$ cat config.mk
export PLATFORM = sky130hd
export DESIGN_NAME = tick_accum
export DESIGN_NICKNAME = d
export VERILOG_FILES = /design/src/rtl/tick_accum_pkg.sv /design/src/rtl/tick_accum_minmax_upd.sv /design/src/rtl/tick_accum.sv
export SDC_FILE = /design/constraint.sdc
export NUM_CORES = 1
export LEC_CHECK = 0
export ABC_AREA = 0
export BUFFER_PORTS_ARGS = -buffer_cell sky130_fd_sc_hd__buf_2
export CAP_MARGIN = 20
export CORE_UTILIZATION = 49
export DETAILED_ROUTE_END_ITERATION = 10
export GPL_ROUTABILITY_DRIVEN = 0
export PLACE_DENSITY_LB_ADDON = 0.1
export SETUP_SLACK_MARGIN = 0.02
export SYNTH_ARGS = -nofsm -noshare
export SYNTH_HDL_FRONTEND = slang
export SYNTH_SLANG_ARGS = --single-unit
$ cat constraint.sdc
create_clock -name clk -period 3.8 [get_ports clk]
set_clock_uncertainty 0.05 [all_clocks]
set_input_delay 0.57 -clock clk [delete_from_list [all_inputs] [get_ports clk]]
set_output_delay 0.57 -clock clk [all_outputs]
set_load 0.02 [all_outputs]
$ cat src/rtl/tick_accum_pkg.sv
// tick_accum_pkg: shared state encoding, default widths and sum-width helper for tick_accum.
//  Contents: state_t (ST_ACCUM/ST_HOLD), DEF_WIDTH, DEF_LOG2_N, DROP_W, sum_w().
package tick_accum_pkg;
   typedef enum logic {ST_ACCUM = 1'b0, ST_HOLD = 1'b1} state_t;
   localparam int DEF_WIDTH  = 32;
   localparam int DEF_LOG2_N = 3;
   localparam int DROP_W     = 16;
   function automatic int sum_w(input int width, input int log2_n);
      return width + log2_n;
   endfunction
endpackage

$ cat src/rtl/tick_accum_minmax_upd.sv
// minmax_upd: running extreme register (MODE 0 = min, MODE 1 = max) with init/enable.
//  Ports: clk, rst_n (sync, active-low), init (reload neutral value), en (fold d in),
//         d (candidate sample), q (registered extreme), upd (extreme including d, combinational).
module minmax_upd #(
   parameter int WIDTH = 32,
   parameter bit MODE  = 1'b0
) (
   input  logic             clk,
   input  logic             rst_n,
   input  logic             init,
   input  logic             en,
   input  logic [WIDTH-1:0] d,
   output logic [WIDTH-1:0] q,
   output logic [WIDTH-1:0] upd
);
   // Neutral element: all-ones for min, zero for max, so the first sample always wins.
   localparam logic [WIDTH-1:0] INIT_VAL = MODE ? '0 : '1;
   always_comb upd = (MODE ? (d > q) : (d < q)) ? d : q;
   always_ff @(posedge clk) begin
      if (!rst_n)    q <= INIT_VAL;
      else if (init) q <= INIT_VAL;
      else if (en)   q <= upd;
   end
endmodule

$ cat src/rtl/tick_accum.sv
// tick_accum: batches 2**LOG2_N tick samples into one min/max/mean record with valid/ready.
//  Ports: clk, rst_n (sync, active-low), clear (restart batch), sample_valid/sample_data (input
//         sample strobe), out_valid/out_ready (record handshake), out_min/out_max/out_mean,
//         busy (batch in progress), dropped (samples refused while holding).
//  Option: TICK_ACCUM_DROP_CNT_EN enables the saturating dropped counter; otherwise dropped is 0.
module tick_accum
   import tick_accum_pkg::*;
#(
   parameter int WIDTH  = DEF_WIDTH,
   parameter int LOG2_N = DEF_LOG2_N
) (
   input  logic              clk,
   input  logic              rst_n,
   input  logic              clear,
   input  logic              sample_valid,
   input  logic [WIDTH-1:0]  sample_data,
   output logic              out_valid,
   input  logic              out_ready,
   output logic [WIDTH-1:0]  out_min,
   output logic [WIDTH-1:0]  out_max,
   output logic [WIDTH-1:0]  out_mean,
   output logic              busy,
   output logic [DROP_W-1:0] dropped
);
   localparam int SUM_W = sum_w(WIDTH, LOG2_N);
   localparam logic [LOG2_N:0] LAST = (LOG2_N+1)'((1 << LOG2_N) - 1);
   state_t            state;
   logic [LOG2_N:0]   cnt;
   logic [SUM_W-1:0]  sum, sum_nxt;
   logic [WIDTH-1:0]  min_r, max_r, min_upd, max_upd;
   logic              take, last;
   always_comb take = !clear && state == ST_ACCUM && sample_valid;
   always_comb last = cnt == LAST;
   always_comb sum_nxt = sum + SUM_W'(sample_data);
   always_comb busy = state == ST_ACCUM && cnt != '0;
   // Extremes reload on clear and on the batch-closing sample, in the same edge the record is latched.
   minmax_upd #(.WIDTH(WIDTH), .MODE(1'b0)) u_min (
      .clk(clk), .rst_n(rst_n), .init(clear | (take & last)), .en(take),
      .d(sample_data), .q(min_r), .upd(min_upd)
   );
   minmax_upd #(.WIDTH(WIDTH), .MODE(1'b1)) u_max (
      .clk(clk), .rst_n(rst_n), .init(clear | (take & last)), .en(take),
      .d(sample_data), .q(max_r), .upd(max_upd)
   );
   always_ff @(posedge clk) begin
      if (!rst_n) begin
         state     <= ST_ACCUM;
         cnt       <= '0;
         sum       <= '0;
         out_valid <= 1'b0;
         out_min   <= '0;
         out_max   <= '0;
         out_mean  <= '0;
      end else if (clear) begin
         state     <= ST_ACCUM;
         cnt       <= '0;
         sum       <= '0;
         out_valid <= 1'b0;
      end else if (state == ST_ACCUM) begin
         if (sample_valid && last) begin
            out_min   <= min_upd;
            out_max   <= max_upd;
            out_mean  <= sum_nxt[SUM_W-1:LOG2_N];
            out_valid <= 1'b1;
            state     <= ST_HOLD;
            cnt       <= '0;
            sum       <= '0;
         end else if (sample_valid) begin
            sum <= sum_nxt;
            cnt <= cnt + 1'b1;
         end
      end else if (out_ready) begin
         out_valid <= 1'b0;
         state     <= ST_ACCUM;
      end
   end
`ifdef TICK_ACCUM_DROP_CNT_EN
   // Counts refused samples in HOLD, handshake cycle included; only rst_n clears it.
   always_ff @(posedge clk) begin
      if (!rst_n) dropped <= '0;
      else if (!clear && state == ST_HOLD && sample_valid && dropped != '1) dropped <= dropped + 1'b1;
   end
`else
   always_comb dropped = '0;
`endif
endmodule

==> results of run 1 <==
-- stage by stage --
step | utilization, % | setup slack, ns | hold slack [ns]
final | 57.42 | 0.8205 | 0.3135
after global routing | 57.42 | 0.5709 | 0.3103
after CTS | 57.42 | 0.8505 | 0.2939
after detailed placement | 53.83 | 0.3861 | 0.3935
after global placement | 53.83 | 0.4418 | 0.3906
after floorplan | - | 0.9213 | 0.3791
-- tightest hold or removal path, stage by stage --
cell and delay [ns]:
buf_2 0.10, inv_1 0.04, a21oi_1 0.05, nor2_1 0.07
-- state kept, by name, indices dropped and copies added (netlist names) --
| name | cells |
|---|---|
| u_min.q | 32 |
| out_valid | 1 |
| state | 1 |
| out_mean | 32 |
| sum | 35 |
| out_min | 32 |
| out_max | 32 |
| u_max.q | 32 |
| cnt | 4 |
-- cell usage in the layout (no fill, tap or decap), types with 5 or more instances in the layout --
cell type,n
a311oi_1,16
or3_1,7
inv_1,78
nor3_1,28
a22oi_1,10
o211ai_1,7
buf_12,5
buf_2,134
a21o_1,49
o221ai_1,6
dfxtp_1,201
nor4_1,61
o21a_1,11
nor2b_1,9
a211oi_1,12
mux2i_1,33
a31oi_1,73
clkbuf_8,8
o21ai_0,158
nand3_1,51
nor2_1,61
ha_1,97
and3_1,5
clkbuf_16,25
xor2_1,12
clkinv_2,7
nand2_1,149
o21bai_1,7
a22o_1,9
buf_4,28
a21oi_1,77
xnor2_1,15
nand2b_1,11
nand4_1,34
conb_1,16
-- per-layer routing --
metal  routed length (um)  up-vias  track usage, %
met5                    0        -               0
met4                  887        0           8.824
met3                 2266       47           3.634
met2                15790      393           45.69
met1                16530     5433           41.05
li1                     -     5517               -
-- cell type report --
| class | instances | share of cell area, % |
|---|---|---|
| multi-input cells | 1076 | 51.46 |
| flip-flops and latches | 201 | 29.86 |
| repair buffers | 167 | 7.278 |
| clock buffers | 34 | 5.486 |
| well taps | 319 | 2.961 |
| inverters | 79 | 2.200 |
| clock inverters | 10 | 0.7612 |
-- logic make-up (layout without fill, tap and decap cells) --
family                   count (synthesis)  in the layout  synth area share [%]
AO/OA/AOI/OAI                          467            467                 24.90
AND/OR/NAND/NOR                        435            435                 17.94
buffers and inverters                  218            290                 7.578
flip-flops                             201            201                 34.23
adder cells (fa/ha/maj)                 98             98                 10.49
multiplexers                            33             33                 2.810
XOR/XNOR                                27             27                 2.012
other                                    1             16               0.03190
-- final timing paths --
path                                      to  depth (start not counted)    startpoint  slack (ns)
worst max-delay path                 sum[31]                          9        sum[4]        0.82
worst min register to register  out_mean[17]                          2  out_mean[17]        0.40
worst min-delay path                   state                          4     out_ready        0.31
worst max register to register       sum[31]                          9        sum[4]        0.82
-- power groups by stage --
stage                     Clock, uW  Combinational, uW  Sequential (uW)
after global routing           2530                718             2160
after CTS                      2440                643             2160
final                          2410                652             2160
after floorplan                   0                444             2200
after global placement            0                632             2200
after detailed placement          0                639             2200
==> run_results.csv, run 1 <==
group,metric,value,unit
final_layout,area_growth_syn_to_layout,14.64,%
min_path,hold_path_class,"input pin to flop",
grt,grt_util_all_layers,28.98,%
timing,setup_tns,0,ns
timing,hold_viol,0,
timing,period_minus_slack,2.980,ns
logic_synthesis,yosysTopAreaCell,"dfxtp_1",
logic_synthesis,syn_inst,1480,
detailed_routing,initialDrtViolationCount,792,
logic_synthesis,yosysTopAreaCellShare,34.23,%
floorplan,row_count,56,
detailed_routing,vias_per_cell,6.039,
logic_synthesis,synth_most_common_cell,"dfxtp_1",
floorplan,io_pins,151,
setup_path,crit_family,"compound AO/OA/AOI/OAI gates",
grt,grt_overflow,0,
final_layout,drive_gt1_share,14.49,%
detailed_routing,drc,0,
pwr,leakage,0.005957,uW
grt,grt_max_degree,132,
floorplan,dieWidth,156.9,um
clocking,numCtsBuffers,24,
pwr,switchingPower,1378,uW
clocking,cts_root_buffer,"clkbuf_16",
place,dp_hpwl,24070,um
floorplan,die_area,0.02462,sq mm
setup_path,critPathArrivalTime,3.34,ns
final_layout,seq_area,0.004024,sq mm
grt,grt_pass1_vias,10530,
detailed_routing,wire_per_inst,18.81,um
logic_synthesis,syn_area_per_cell,7.943,sq um
setup_path,crit_fanout,6,
clocking,clockBufferDepth,3,
detailed_routing,wirelength,35480,um
floorplan,coreArea,0.02347,sq mm
final_layout,nets,1684,
setup_path,worst-path-buf-inv,0,
logic_synthesis,synth_warnings,0,
logic_synthesis,synth_commonest_cells,"dfxtp_1, o21ai_0, nand2_1",
clocking,cts_resized,0,
pwr,power.total,5221,uW
setup_path,required,4.16,ns
setup_path,max_stage_delay,0.45,ns
logic_synthesis,synth-edff-count,0,
job,drv_cap,0,
final_layout,final_cell_count_no_fill,1886,
timing,worstMarginPinSlew,0.9721,ns
detailed_routing,vias,11390,
setup_path,critPathKind,"flop to flop",
logic_synthesis,syn_area,0.01176,sq mm
place,placed_cell_area,0.01264,sq mm
pwr,p_sw_share,26.40,%
final_layout,multi_input_area,0.006935,sq mm
grt,antenna_found_initial,0,
final_layout,diodes,0,
clocking,htree_num_levels,1,
logic_synthesis,synthFlopType,"dfxtp_1",
clocking,cts_setup_buffers,0,
setup_path,worstPathCellList,"ha_1 > and2_4 > a311oi_2 > a31oi_2 > a2111oi_2 > o311ai_1 > a41oi_1 > mux2i_1 > nand2_1",
setup_path,worst_path_max_delay_cell,"a2111oi_2",
timing,slew_headroom,35.20,%
timing,setup_viol,0,
setup_path,end_kind,"flop",
clocking,path_clk_slew,0.06,ns
pwr,p_int,3842,uW
pwr,clkPwrFrac,46.2,%
detailed_routing,postRouteAntennaNets,0,
clocking,cts.sinks,201,
floorplan,die_h,156.9,um
pwr,power_density,387.3,mW/mm^2
timing,fmax,0.3356,GHz
final_layout,fin_area,0.01348,sq mm
pwr,ir_drop,0.3801,mV
pwr,p_seq_share,41.3,%
place,io_buffers,134,
grt,grt_pass1_wl,57010,um
logic_synthesis,async_flop_share,0,%
final_layout,layout.filler_cells,2248,
floorplan,initial_core_util,50.09,%
timing,rsz0062_at_grt,"false",
pwr,combPwrFrac,12.5,%
logic_synthesis,synth.top_cells.by_area,"dfxtp_1, ha_1, o21ai_0, nand2_1, a31oi_1",
logic_synthesis,post_synth_num_cell_types,62,
logic_synthesis,seq_area_frac_synth,34.23,%
setup_path,cp-start-kind,"flop",
clocking,holdBufCountCts,0,
timing,timing.final.crit_share,78.41,%
clocking,tritoncts,"done",
clocking,clk_latency,0.52,ns
place,dp_cells,1842,
detailed_routing,drtPass1Iterations,5,
logic_synthesis,synth.ff_latch_count,201,
timing,slew_viol_final,0,
outcome,status,"finished clean",
No activity file was read; power rests on OpenSTA's default activity.
==> run 2: changes to the inputs <==
ABC_AREA = 1   (was 0)
clock period = 3.07 ns   (was 3.8 ns; I/O delays follow)
==> run_results.csv, run 2 <==
group,metric,value,unit
logic_synthesis,synth_warnings,0,
logic_synthesis,synthXorXnorAreaFrac,1.096,%
detailed_routing,vias,12650,
setup_path,r2r_start,"sum[0]",
logic_synthesis,synth_top_family_by_area,"simple AND/OR/NAND/NOR gates",
logic_synthesis,syn_area,0.01278,sq mm
floorplan,die_area,0.02674,sq mm
place,dp_cells,2442,
timing,setup_viol,0,
clocking,cts.sinks,201,
pwr,ir_drop,0.3652,mV
grt,grt_overflow,0,
logic_synthesis,syn_inst,2032,
logic_synthesis,synth-edff-count,0,
setup_path,critPathArrivalTime,2.78,ns
final_layout,area_growth_syn_to_layout,11.95,%
logic_synthesis,synth.top_cells.by_area,"dfxtp_1, nand2_1, ha_1, inv_1, nand3_1",
timing,hold_viol,0,
timing,setup_tns,0,ns
detailed_routing,vias_per_cell,5.099,
timing,fmax,0.4144,GHz
setup_path,required,3.43,ns
setup_path,cp-start-kind,"flop",
clocking,tritoncts,"done",
final_layout,postLayoutCoreUtil,56.35,%
timing,period_minus_slack,2.413,ns
floorplan,io_pins,151,
setup_path,end_kind,"flop",
final_layout,diodes,0,
detailed_routing,postRouteAntennaNets,0,
setup_path,worstPathCellList,"ha_1 > inv_1 > fa_1 > inv_1 > nand3_1 > nand2_1 > nand2_1 > nand2_1 > nand2_1 > nand2_1 > nand3_1 > nand2_1 > nand2_1 > nand2_1 > nand2_1 > nand2_1 > inv_1",
setup_path,critPathKind,"flop to flop",
clocking,htree_num_levels,1,
final_layout,layout.filler_cells,2601,
clocking,clockBufferDepth,3,
outcome,status,"finished clean",
job,drv_cap,0,
grt,grt_util_all_layers,27.49,%
place,dp_hpwl,26030,um
logic_synthesis,post_synth_num_cell_types,40,
grt,grt_max_degree,94,
pwr,leakage,0.007919,uW
logic_synthesis,synth-simple-area-share,35.81,%
detailed_routing,initialDrtViolationCount,1045,
logic_synthesis,synth_mux_area_share,0,%
setup_path,max_stage_delay,0.40,ns
logic_synthesis,yosysTopAreaCellShare,31.47,%
final_layout,layout_commonest_cell,"nand2_1",
min_path,hp-start,"out_ready",
min_path,hold_path_class,"input pin to flop",
grt,antenna_found_initial,1,
place,io_buffers,134,
clocking,clk_latency,0.52,ns
timing,slew_viol_final,0,
floorplan,coreArea,0.02540,sq mm
clocking,cts_resized,0,
clocking,cts_setup_buffers,0,
clocking,numCtsBuffers,23,
clocking,holdBufCountCts,0,
floorplan,dieWidth,163.5,um
setup_path,reg2reg_depth,17,
setup_path,timing.rr.end,"out_mean[25]",
final_layout,nets,2272,
logic_synthesis,yosysTopAreaCell,"dfxtp_1",
detailed_routing,drtPass1Iterations,5,
detailed_routing,wire_per_inst,14.62,um
pwr,power.total,6227,uW
setup_path,crit_fanout,3,
timing,rsz0062_at_grt,"false",
detailed_routing,drc,0,
timing,timing.final.crit_share,78.60,%
setup_path,worst_path_max_delay_cell,"fa_1",
logic_synthesis,synth_commonest_cells,"nand2_1, inv_1, nor2_1",
floorplan,die_h,163.5,um
grt,grt_pass1_vias,11670,
logic_synthesis,seq_area_frac_synth,31.47,%
logic_synthesis,async_flop_share,0,%
pwr,power_density,435.1,mW/mm^2
final_layout,largest_register_ffs,35,
min_path,hold_depth,4,
timing,worstMarginPinSlew,1.105,ns
clocking,path_clk_slew,0.06,ns
final_layout,drive_gt1_share,10.41,%
grt,grt_pass1_wl,58990,um
logic_synthesis,synthAdderAreaFrac,9.650,%
floorplan,initial_core_util,50.33,%
clocking,cts_root_buffer,"clkbuf_16",
logic_synthesis,synth_most_common_cell,"nand2_1",
floorplan,row_count,58,
logic_synthesis,syn_area_per_cell,6.292,sq um
detailed_routing,wirelength,36280,um
logic_synthesis,synth-compound-area-share,8.798,%
timing,slew_headroom,26.33,%
logic_synthesis,synthFlopType,"dfxtp_1",
setup_path,regToRegSetupSlack,0.66,ns
setup_path,path_common_cell,"nand2_1",
final_layout,final_cell_count_no_fill,2481,
logic_synthesis,synth.ff_latch_count,201,
min_path,min_to,"out_valid",
final_layout,layout_common_cells,"nand2_1, inv_1, nor2_1, nand3_1, dfxtp_1",
final_layout,max_flop_register,"sum",
==> run 2: metal layers <==
layer	vias up	part of all wire [%]	track usage, %
met5	-	0.036	0
met4	2	2.1	6.818
met3	63	7.7	4.215
met2	356	44	45.49
met1	5688	46	37.18
li1	6541	-	-
==> run 2: how the worst max path moves through the flow <==
| stage | startpoint | endpoint | slack [ns] |
|---|---|---|---|
| 2_1_floorplan | sample_data[0] | out_mean[29] | 0.90 |
| 3_3_place_gp | sample_data[0] | sum[16] | 0.42 |
| 3_5_place_dp | sample_data[0] | out_mean[25] | 0.42 |
| 4_1_cts | sum[0] | out_mean[25] | 0.68 |
| 5_1_grt | sum[0] | out_mean[29] | 0.42 |
| 6_report | sum[0] | out_mean[25] | 0.66 |
==> run 2: layout make-up <==
class	count	area, sq um	area share, %
well taps	330	412.9	2.885
multi-input cells	1450	7147	49.93
clock inverters	4	20.02	0.1399
inverters	303	1137	7.946
clock buffers	35	670.6	4.686
flip-flops and latches	201	4024	28.11
repair buffers	158	900.9	6.294
==> run 2: cells by family (layout without fill, tap and decap cells) <==
kind of cell / after synthesis / count (layout)
buffers and inverters: 396 / 500
xor gates and xnor gates: 16 / 16
DFF: 201 / 201
AOI/OAI and AO/OA: 216 / 216
other: 1 / 16
and+or+nand+nor: 1104 / 1104
adders and majority gates: 98 / 98
==> run 2: metrics by stage <==
stage / instance area (sq um) / setup slack [ns] / hold slack (ns)
global route: 14310 / 0.4188 / 0.2070
CTS: 14310 / 0.6846 / 0.1749
detailed placement: 13620 / 0.4235 / 0.3874
floorplan: 12840 / 0.8977 / 0.3990
global placement: 13620 / 0.4245 / 0.3862
finish: 14310 / 0.6569 / 0.1804
==> run 2: worst max-delay path: cells and delay by family, from the launching register on <==
kind | cells | cell delay [ns]
adders and majority gates | 2 | 0.61
and+or+nand+nor | 12 | 1.07
DFF | 1 | 0.34
buffers and inverters | 3 | 0.24
==> run 2: power by group <==
part	switching (uW)	total, uW	internal (uW)
combinational	653	943	290
clock	1100	2590	1490
sequential	32.0	2690	2660
total	1790	6230	4440
